[src/rtl/exp_arbiter_if.sv]
// Requester and shared-exp-unit signal bundle for exp_arbiter.
// slave = arbiter side, master = requesters plus exp unit side.
interface exp_arbiter_if #(
  parameter int NREQ = 4
);
  logic [NREQ-1:0]      req_valid;
  logic [32*NREQ-1:0]   req_x;
  logic [4*NREQ-1:0]    req_ibits;
  logic [NREQ-1:0]      req_ready;
  logic                 eu_valid;
  logic [31:0]          eu_x;
  logic [3:0]           eu_ibits;
  logic                 eu_out_valid;
  logic [31:0]          eu_exp_x;
  logic [NREQ-1:0]      resp_valid;
  logic [31:0]          resp_data;

  modport slave (
    input  req_valid, req_x, req_ibits, eu_out_valid, eu_exp_x,
    output req_ready, eu_valid, eu_x, eu_ibits, resp_valid, resp_data
  );

  modport master (
    output req_valid, req_x, req_ibits, eu_out_valid, eu_exp_x,
    input  req_ready, eu_valid, eu_x, eu_ibits, resp_valid, resp_data
  );
endinterface

[src/rtl/exp_arbiter.sv]
// Round-robin arbiter sharing one fixed-latency exp unit among NREQ requesters.
// Define EXP_ARB_STATS_EN to add grant_cnt/stall_cnt saturating statistics outputs.
module exp_arbiter #(
  parameter int NREQ   = 4,
  parameter int EU_LAT = 7
) (
  input  logic               clk,
  input  logic               rst,
  input  logic               en,
  exp_arbiter_if.slave       bus,
  output logic               busy,
  output logic               tag_err
`ifdef EXP_ARB_STATS_EN
  ,
  output logic [16*NREQ-1:0] grant_cnt,
  output logic [15:0]        stall_cnt
`endif
);

  localparam int          IDXW   = (NREQ > 1) ? $clog2(NREQ) : 1;
  localparam int unsigned NREQ_U = NREQ;
  typedef logic [IDXW-1:0] idx_t;

  idx_t              rr_ptr_q, rr_ptr_d;
  logic              eu_valid_q, eu_valid_d;
  logic [31:0]       eu_x_q, eu_x_d;
  logic [3:0]        eu_ibits_q, eu_ibits_d;
  logic [EU_LAT-1:0] tag_vld_q, tag_vld_d;
  idx_t              tag_idx_q [EU_LAT];
  idx_t              tag_idx_d [EU_LAT];
  logic [NREQ-1:0]   resp_valid_q, resp_valid_d;
  logic [31:0]       resp_data_q, resp_data_d;
  logic              tag_err_q, tag_err_d;

  logic              grant_found;
  idx_t              grant_idx;
  idx_t              cand_idx;
  int unsigned       cand;
  logic [NREQ-1:0]   req_ready;
  logic              xfer;
  logic              end_vld;
  idx_t              end_idx;

  always_comb begin
    grant_found = 1'b0;
    grant_idx   = '0;
    cand        = 0;
    cand_idx    = '0;
    for (int unsigned k = 0; k < NREQ_U; k++) begin
      cand     = (32'(rr_ptr_q) + k) % NREQ_U;
      cand_idx = idx_t'(cand);
      if (!grant_found && bus.req_valid[cand_idx]) begin
        grant_found = 1'b1;
        grant_idx   = cand_idx;
      end
    end
  end

  assign req_ready     = (rst && en && grant_found) ? (NREQ'(1) << grant_idx) : '0;
  assign bus.req_ready = req_ready;
  assign xfer          = |(bus.req_valid & req_ready);

  // Tag stage 0 loads on the same edge as eu_valid, so the last stage lines up
  // with eu_out_valid from the exp unit.
  assign end_vld = tag_vld_q[EU_LAT-1];
  assign end_idx = tag_idx_q[EU_LAT-1];

  always_comb begin
    rr_ptr_d     = rr_ptr_q;
    eu_valid_d   = xfer;
    eu_x_d       = eu_x_q;
    eu_ibits_d   = eu_ibits_q;
    if (xfer) begin
      rr_ptr_d   = (grant_idx == idx_t'(NREQ - 1)) ? '0 : grant_idx + 1'b1;
      eu_x_d     = bus.req_x[32*grant_idx +: 32];
      eu_ibits_d = bus.req_ibits[4*grant_idx +: 4];
    end

    tag_vld_d    = '0;
    tag_vld_d[0] = xfer;
    tag_idx_d[0] = grant_idx;
    for (int unsigned k = 1; k < EU_LAT; k++) begin
      tag_vld_d[k] = tag_vld_q[k-1];
      tag_idx_d[k] = tag_idx_q[k-1];
    end

    resp_valid_d = '0;
    resp_data_d  = resp_data_q;
    if (bus.eu_out_valid && end_vld) begin
      resp_valid_d = NREQ'(1) << end_idx;
      resp_data_d  = bus.eu_exp_x;
    end
    tag_err_d = tag_err_q | (bus.eu_out_valid ^ end_vld);
  end

  always_ff @(posedge clk) begin
    if (!rst) begin
      rr_ptr_q     <= '0;
      eu_valid_q   <= 1'b0;
      eu_x_q       <= '0;
      eu_ibits_q   <= '0;
      tag_vld_q    <= '0;
      tag_idx_q    <= '{default: '0};
      resp_valid_q <= '0;
      resp_data_q  <= '0;
      tag_err_q    <= 1'b0;
    end else begin
      rr_ptr_q     <= rr_ptr_d;
      eu_valid_q   <= eu_valid_d;
      eu_x_q       <= eu_x_d;
      eu_ibits_q   <= eu_ibits_d;
      tag_vld_q    <= tag_vld_d;
      tag_idx_q    <= tag_idx_d;
      resp_valid_q <= resp_valid_d;
      resp_data_q  <= resp_data_d;
      tag_err_q    <= tag_err_d;
    end
  end

  assign bus.eu_valid   = eu_valid_q;
  assign bus.eu_x       = eu_x_q;
  assign bus.eu_ibits   = eu_ibits_q;
  assign bus.resp_valid = resp_valid_q;
  assign bus.resp_data  = resp_data_q;
  assign tag_err        = tag_err_q;
  assign busy           = eu_valid_q | (|tag_vld_q) | (|resp_valid_q);

`ifdef EXP_ARB_STATS_EN
  logic [15:0] grant_cnt_q [NREQ];
  logic [15:0] grant_cnt_d [NREQ];
  logic [15:0] stall_cnt_q, stall_cnt_d;

  always_comb begin
    for (int unsigned i = 0; i < NREQ_U; i++) begin
      grant_cnt_d[i] = grant_cnt_q[i];
      if (xfer && grant_idx == idx_t'(i) && grant_cnt_q[i] != '1)
        grant_cnt_d[i] = grant_cnt_q[i] + 16'd1;
    end
    stall_cnt_d = stall_cnt_q;
    if ((|bus.req_valid) && !xfer && stall_cnt_q != '1)
      stall_cnt_d = stall_cnt_q + 16'd1;
  end

  always_ff @(posedge clk) begin
    if (!rst) begin
      grant_cnt_q <= '{default: '0};
      stall_cnt_q <= '0;
    end else begin
      grant_cnt_q <= grant_cnt_d;
      stall_cnt_q <= stall_cnt_d;
    end
  end

  always_comb begin
    grant_cnt = '0;
    for (int unsigned i = 0; i < NREQ_U; i++)
      grant_cnt[16*i +: 16] = grant_cnt_q[i];
  end
  assign stall_cnt = stall_cnt_q;
`endif

endmodule

[src/flat_wrapper.sv]
// flat-port wrapper written by rule: the top's interface ports become plain ports
module exp_arbiter_flat 
#(
  parameter int NREQ   = 4,
  parameter int EU_LAT = 7
)
  (clk, rst, en, busy, tag_err, bus_req_valid, bus_req_x, bus_req_ibits, bus_eu_out_valid, bus_eu_exp_x, bus_req_ready, bus_eu_valid, bus_eu_x, bus_eu_ibits, bus_resp_valid, bus_resp_data);
  exp_arbiter_if #(.NREQ(NREQ)) bus_i ();
  input  logic clk;
  input  logic rst;
  input  logic en;
  output logic busy;
  output logic tag_err;
  input wire logic [$bits(bus_i.req_valid)-1:0] bus_req_valid;
  input wire logic [$bits(bus_i.req_x)-1:0] bus_req_x;
  input wire logic [$bits(bus_i.req_ibits)-1:0] bus_req_ibits;
  input wire logic [$bits(bus_i.eu_out_valid)-1:0] bus_eu_out_valid;
  input wire logic [$bits(bus_i.eu_exp_x)-1:0] bus_eu_exp_x;
  output wire logic [$bits(bus_i.req_ready)-1:0] bus_req_ready;
  output wire logic [$bits(bus_i.eu_valid)-1:0] bus_eu_valid;
  output wire logic [$bits(bus_i.eu_x)-1:0] bus_eu_x;
  output wire logic [$bits(bus_i.eu_ibits)-1:0] bus_eu_ibits;
  output wire logic [$bits(bus_i.resp_valid)-1:0] bus_resp_valid;
  output wire logic [$bits(bus_i.resp_data)-1:0] bus_resp_data;
  assign bus_i.req_valid = bus_req_valid;
  assign bus_i.req_x = bus_req_x;
  assign bus_i.req_ibits = bus_req_ibits;
  assign bus_i.eu_out_valid = bus_eu_out_valid;
  assign bus_i.eu_exp_x = bus_eu_exp_x;
  assign bus_req_ready = bus_i.req_ready;
  assign bus_eu_valid = bus_i.eu_valid;
  assign bus_eu_x = bus_i.eu_x;
  assign bus_eu_ibits = bus_i.eu_ibits;
  assign bus_resp_valid = bus_i.resp_valid;
  assign bus_resp_data = bus_i.resp_data;
  exp_arbiter #(.NREQ(NREQ), .EU_LAT(EU_LAT)) u_core (.clk(clk), .rst(rst), .en(en), .bus(bus_i), .busy(busy), .tag_err(tag_err));
endmodule
[config.mk]
export PLATFORM = sky130hd
export DESIGN_NAME = exp_arbiter_flat
export DESIGN_NICKNAME = d
export VERILOG_FILES = /design/src/rtl/exp_arbiter_if.sv /design/src/rtl/exp_arbiter.sv /design/src/flat_wrapper.sv
export SDC_FILE = /design/constraint.sdc
export NUM_CORES = 1
export LEC_CHECK = 0
export ABC_CLOCK_PERIOD_IN_PS = 3400
export CAP_MARGIN = 5
export CORE_ASPECT_RATIO = 0.8
export CORE_MARGIN = 4
export CORE_UTILIZATION = 38
export DETAILED_ROUTE_END_ITERATION = 16
export PLACE_DENSITY = 0.82
export RECOVER_POWER = 50
export SLEW_MARGIN = 20
export SYNTH_ARGS = -nofsm -noshare
export SYNTH_HDL_FRONTEND = slang
export SYNTH_SLANG_ARGS = --single-unit
[constraint.sdc]
create_clock -name clk -period 3.4 [get_ports clk]
set_input_delay 0.34 -clock clk [delete_from_list [all_inputs] [get_ports clk]]
set_output_delay 0.34 -clock clk [all_outputs]
set_load 0.03 [all_outputs]
==> impl_metrics.tcl <==
set metrics [dict create \
    rows 35 \
    grt_setup_unrepaired "no" \
    die_w_um 129 \
    cell_seen_most_often_among_critical_path_stages "sky130_fd_sc_hd__clkdlybuf4s50_1" \
    yosys_warn_count 0 \
    powerDensity_nw_per_um2 411 \
    per_cell_via_count_in_the_routed_design 5.05 \
    diodes 0 \
    cts_buffers 9 \
    clk_pin_slew_ns 0.07 \
    postLayoutCellArea_um2 7470 \
    crit_path_end_kind "primary output" \
    synth_seq_cells 96 \
    drt-wirelength-per-cell_um 17.5 \
    layout_setup_ws_ns 0.401 \
    worst_slew_pin_slew_ns 1.54 \
    p_sw_w 0.000868 \
    post_cts_setup_buffer_count 0 \
    post-synth-top-area-cell "sky130_fd_sc_hd__dfxtp_1" \
    drt_pass1_iterations 7 \
    setup_viol_count_final 0 \
    leakagePower_nw 2.82 \
    nFillCells 912 \
    violations "max-capacitance violations, max-slew violations" \
    grt_first_pass_wirelength_um 22500 \
    drt_wl_total_um 14700 \
    report.final.slew_viol_count 37 \
    critPathArrivalTime_ns 2.66 \
    remaining_drc_errors 0 \
    dpl_cell_area_um2 7170 \
    dpl.cell_count 826 \
    synth_area_leaders "sky130_fd_sc_hd__dfxtp_1 43%, sky130_fd_sc_hd__mux2i_1 23%, sky130_fd_sc_hd__o221ai_1 6.8%, sky130_fd_sc_hd__nor2b_1 5.0%, sky130_fd_sc_hd__buf_6 3.3%" \
    fmaxAchievable_ghz 0.333 \
    initialDrtViolationCount 240 \
    hold_viol 0 \
    total_internal_power_w 0.00220 \
    totalPowerFinal_w 0.00307 \
    synth.net_count 623 \
    cp_buf_inv_count 3 \
    first_global_vias 4320 \
    start_kind "input pin" \
    gate_count_after_technology_mapping 436 \
    worst_slew_margin_rel_pct -2.47 \
    detailedPlace.worstSlack_ns 0.260 \
    worst_path_largest_cell_delay_ns 0.68 \
    cp.required_ns 3.06 \
    hold_class "flip-flop to flip-flop" \
    status "finished, violations left" \
    synth.yosys.seq_area_share_pct 42.8 \
    initial_core_util_pct 38.9 \
    grt.overflow.total 0 \
    drv_cap 1 \
    synth_top_area_share_pct 42.8 \
    share_clk_of_total_power_pct 33.3 \
    tritoncts "yes" \
    clock_sink_count 96 \
    dp_hpwl_um 11600 \
    post_route_insts_no_fill 842 \
    floorplan.core_area_um2 11500 \
    floorplan.io_pins 263 \
    seqPwrFrac_pct 40.0 \
    clock_skew_ns 0.00681 \
    cts.root.buffer_cell "sky130_fd_sc_hd__clkbuf_16" \
    critical_path_class "input pin to primary output" \
    final.min_clock_period_ns 3.00 \
    netlist_area_um2 4490 \
    post_cts.resized_instances 0 \
    grt_antenna_before_repair 0 \
    net_count_of_the_finished_layout 876 \
    flow.area_growth_from_synthesis_pct 66.6 \
    sw_ratio_pct 28.3 \
    slowest_stage "sky130_fd_sc_hd__clkdlybuf4s50_1" \
    fraction_of_power_consumed_by_combinational_cells_pct 26.7 \
    tns_ns 0 \
    finalCritPeriodShare_pct 88.2 \
    largest_net_degree_at_the_start_of_global_routing 54 \
    dieArea_um2 13600 \
    die-height_um 105 \
    ir_worst_vdd_v 0.000249 \
    detailroute.via_count 4249 \
    critical_path.max_fanout 19 \
    globalRouteTotalUtil_pct 20.8 \
    synthesis.area_per_instance_um2 10.3 \
    holdBufCountCts 0 \
    clock_latency_ns 0.33 \
    ctsHtreeMaxLevel 3 \
    final_layout_size_suffix_gt1_share_pct 6.05 \
    antenna_left 0 \
    count_of_input_and_output_buffers 262 \
    routabilityCongestion 0.964 \
    timing.critical_path.max_delay_family "buffers and inverters" \
    clock_path_buffers 2 \
    worstPathCellList "clkdlybuf4s50_1 > nor2b_2 > a211oi_4 > nor2_4 > buf_4 > nor2_1 > clkdlybuf4s50_1" \
    cell_variety_after_synth 43 \
]
==> layout by cell type (no fill, tap or decap), drive strengths merged, types with 2 or more instances in the layout <==
cell type	synthesis	final
mux2i	104	104
and2	20	20
nand2	40	40
nor2b	37	37
dlygate4sd3	0	32
clkbuf	7	11
buf	23	10
nor3	4	4
dfxtp	96	96
nor2	39	39
o221ai	35	35
ha	3	3
nor3b	2	2
clkinv	0	3
inv	3	5
clkdlybuf4s50	0	228
nor4	3	3
==> registers in the layout, indices dropped and copies added (netlist names) <==
name	flops
u_core.bus.eu_ibits	4
u_core.bus.eu_x	32
u_core.bus.resp_data	32
u_core.bus.resp_valid	4
u_core.end_idx	2
u_core.rr_ptr_q	2
u_core.tag_err	1
u_core.tag_idx_d	12
u_core.tag_vld_q	7
==> routing by layer <==
| layer | up-vias | part of all wire, % | global-route usage (%) |
|---|---|---|---|
| li1 | 2057 | - | - |
| met1 | 1981 | 39 | 24.9 |
| met2 | 173 | 49 | 34.7 |
| met3 | 38 | 7.6 | 5.98 |
| met4 | 0 | 3.7 | 8.38 |
| met5 | - | 0 | 0 |
==> cell families (layout without fill, tap and decap cells) <==
family                     count (synthesis)  in the layout  synth area share, %
AOI/OAI and AO/OA                         50             50                 10.6
adders and majority gates                  3              3                0.837
buffers and inverters                     33            291                 5.50
DFF                                       96             96                 42.8
muxes                                    104            104                 23.2
and+or+nand+nor                          150            150                 17.0
==> worst paths after layout <==
kind	cells past startpoint	startpoint	slack, ns	endpoint
min reg2reg	1	u_core.tag_idx_d[3]	0.44	u_core.tag_idx_d[1]
max	7	bus_req_valid[2]	0.40	bus_req_ready[0]
min	1	u_core.tag_idx_d[3]	0.44	u_core.tag_idx_d[1]
max reg2reg	8	u_core.rr_ptr_q[1]	0.80	u_core.bus.eu_x[26]
==> per-stage QoR <==
stage	utilization (%)	hold WS, ns
finish	64.9	0.439
global route	64.9	0.455
CTS	64.9	0.438
detailed placement	62.3	0.422
global placement	62.3	0.414
floorplan	-	0.412
==> Yosys cell counts, drive strengths merged <==
master and n:
o31a 1, or4b 1, and2b 1, or2 1
nand2 40, a31o 1, a311o 1, nor4 3
nor2 39, ha 3, a211oi 1, o311a 1
and4 1, a21o 1, o32ai 1, o211a 1
nor2b 37, o311ai 1, a22oi 1, o221ai 35
o21ai 1, and2 20, nor3 4, nor3b 2
mux2i 104, nand3 1, clkbuf 7, a21oi 1
dfxtp 96, buf 23, inv 3, o21ba 1
a22o 1, o211ai 1
==> power by group through the flow <==
stage / registers (W) / logic [W] / clock network (W)
finish: 0.00123 / 0.000821 / 0.00102
global route: 0.00124 / 0.000871 / 0.00110
CTS: 0.00123 / 0.000835 / 0.00105
detailed placement: 0.00126 / 0.000833 / 0
global placement: 0.00125 / 0.000815 / 0
floorplan: 0.00137 / 0.000313 / 0
==> area by class of cell <==
class	instances	area, um^2	share of cell area [%]
inverter	3	11.3	0.151
clock inverter	7	80.1	1.07
clock buffer	9	225	3.01
timing repair buffer	272	2720	36.4
tap	148	185	2.48
sequential	96	1920	25.7
multi-input combinational	307	2330	31.1
Note: power is estimated with default switching activity, not from simulation.
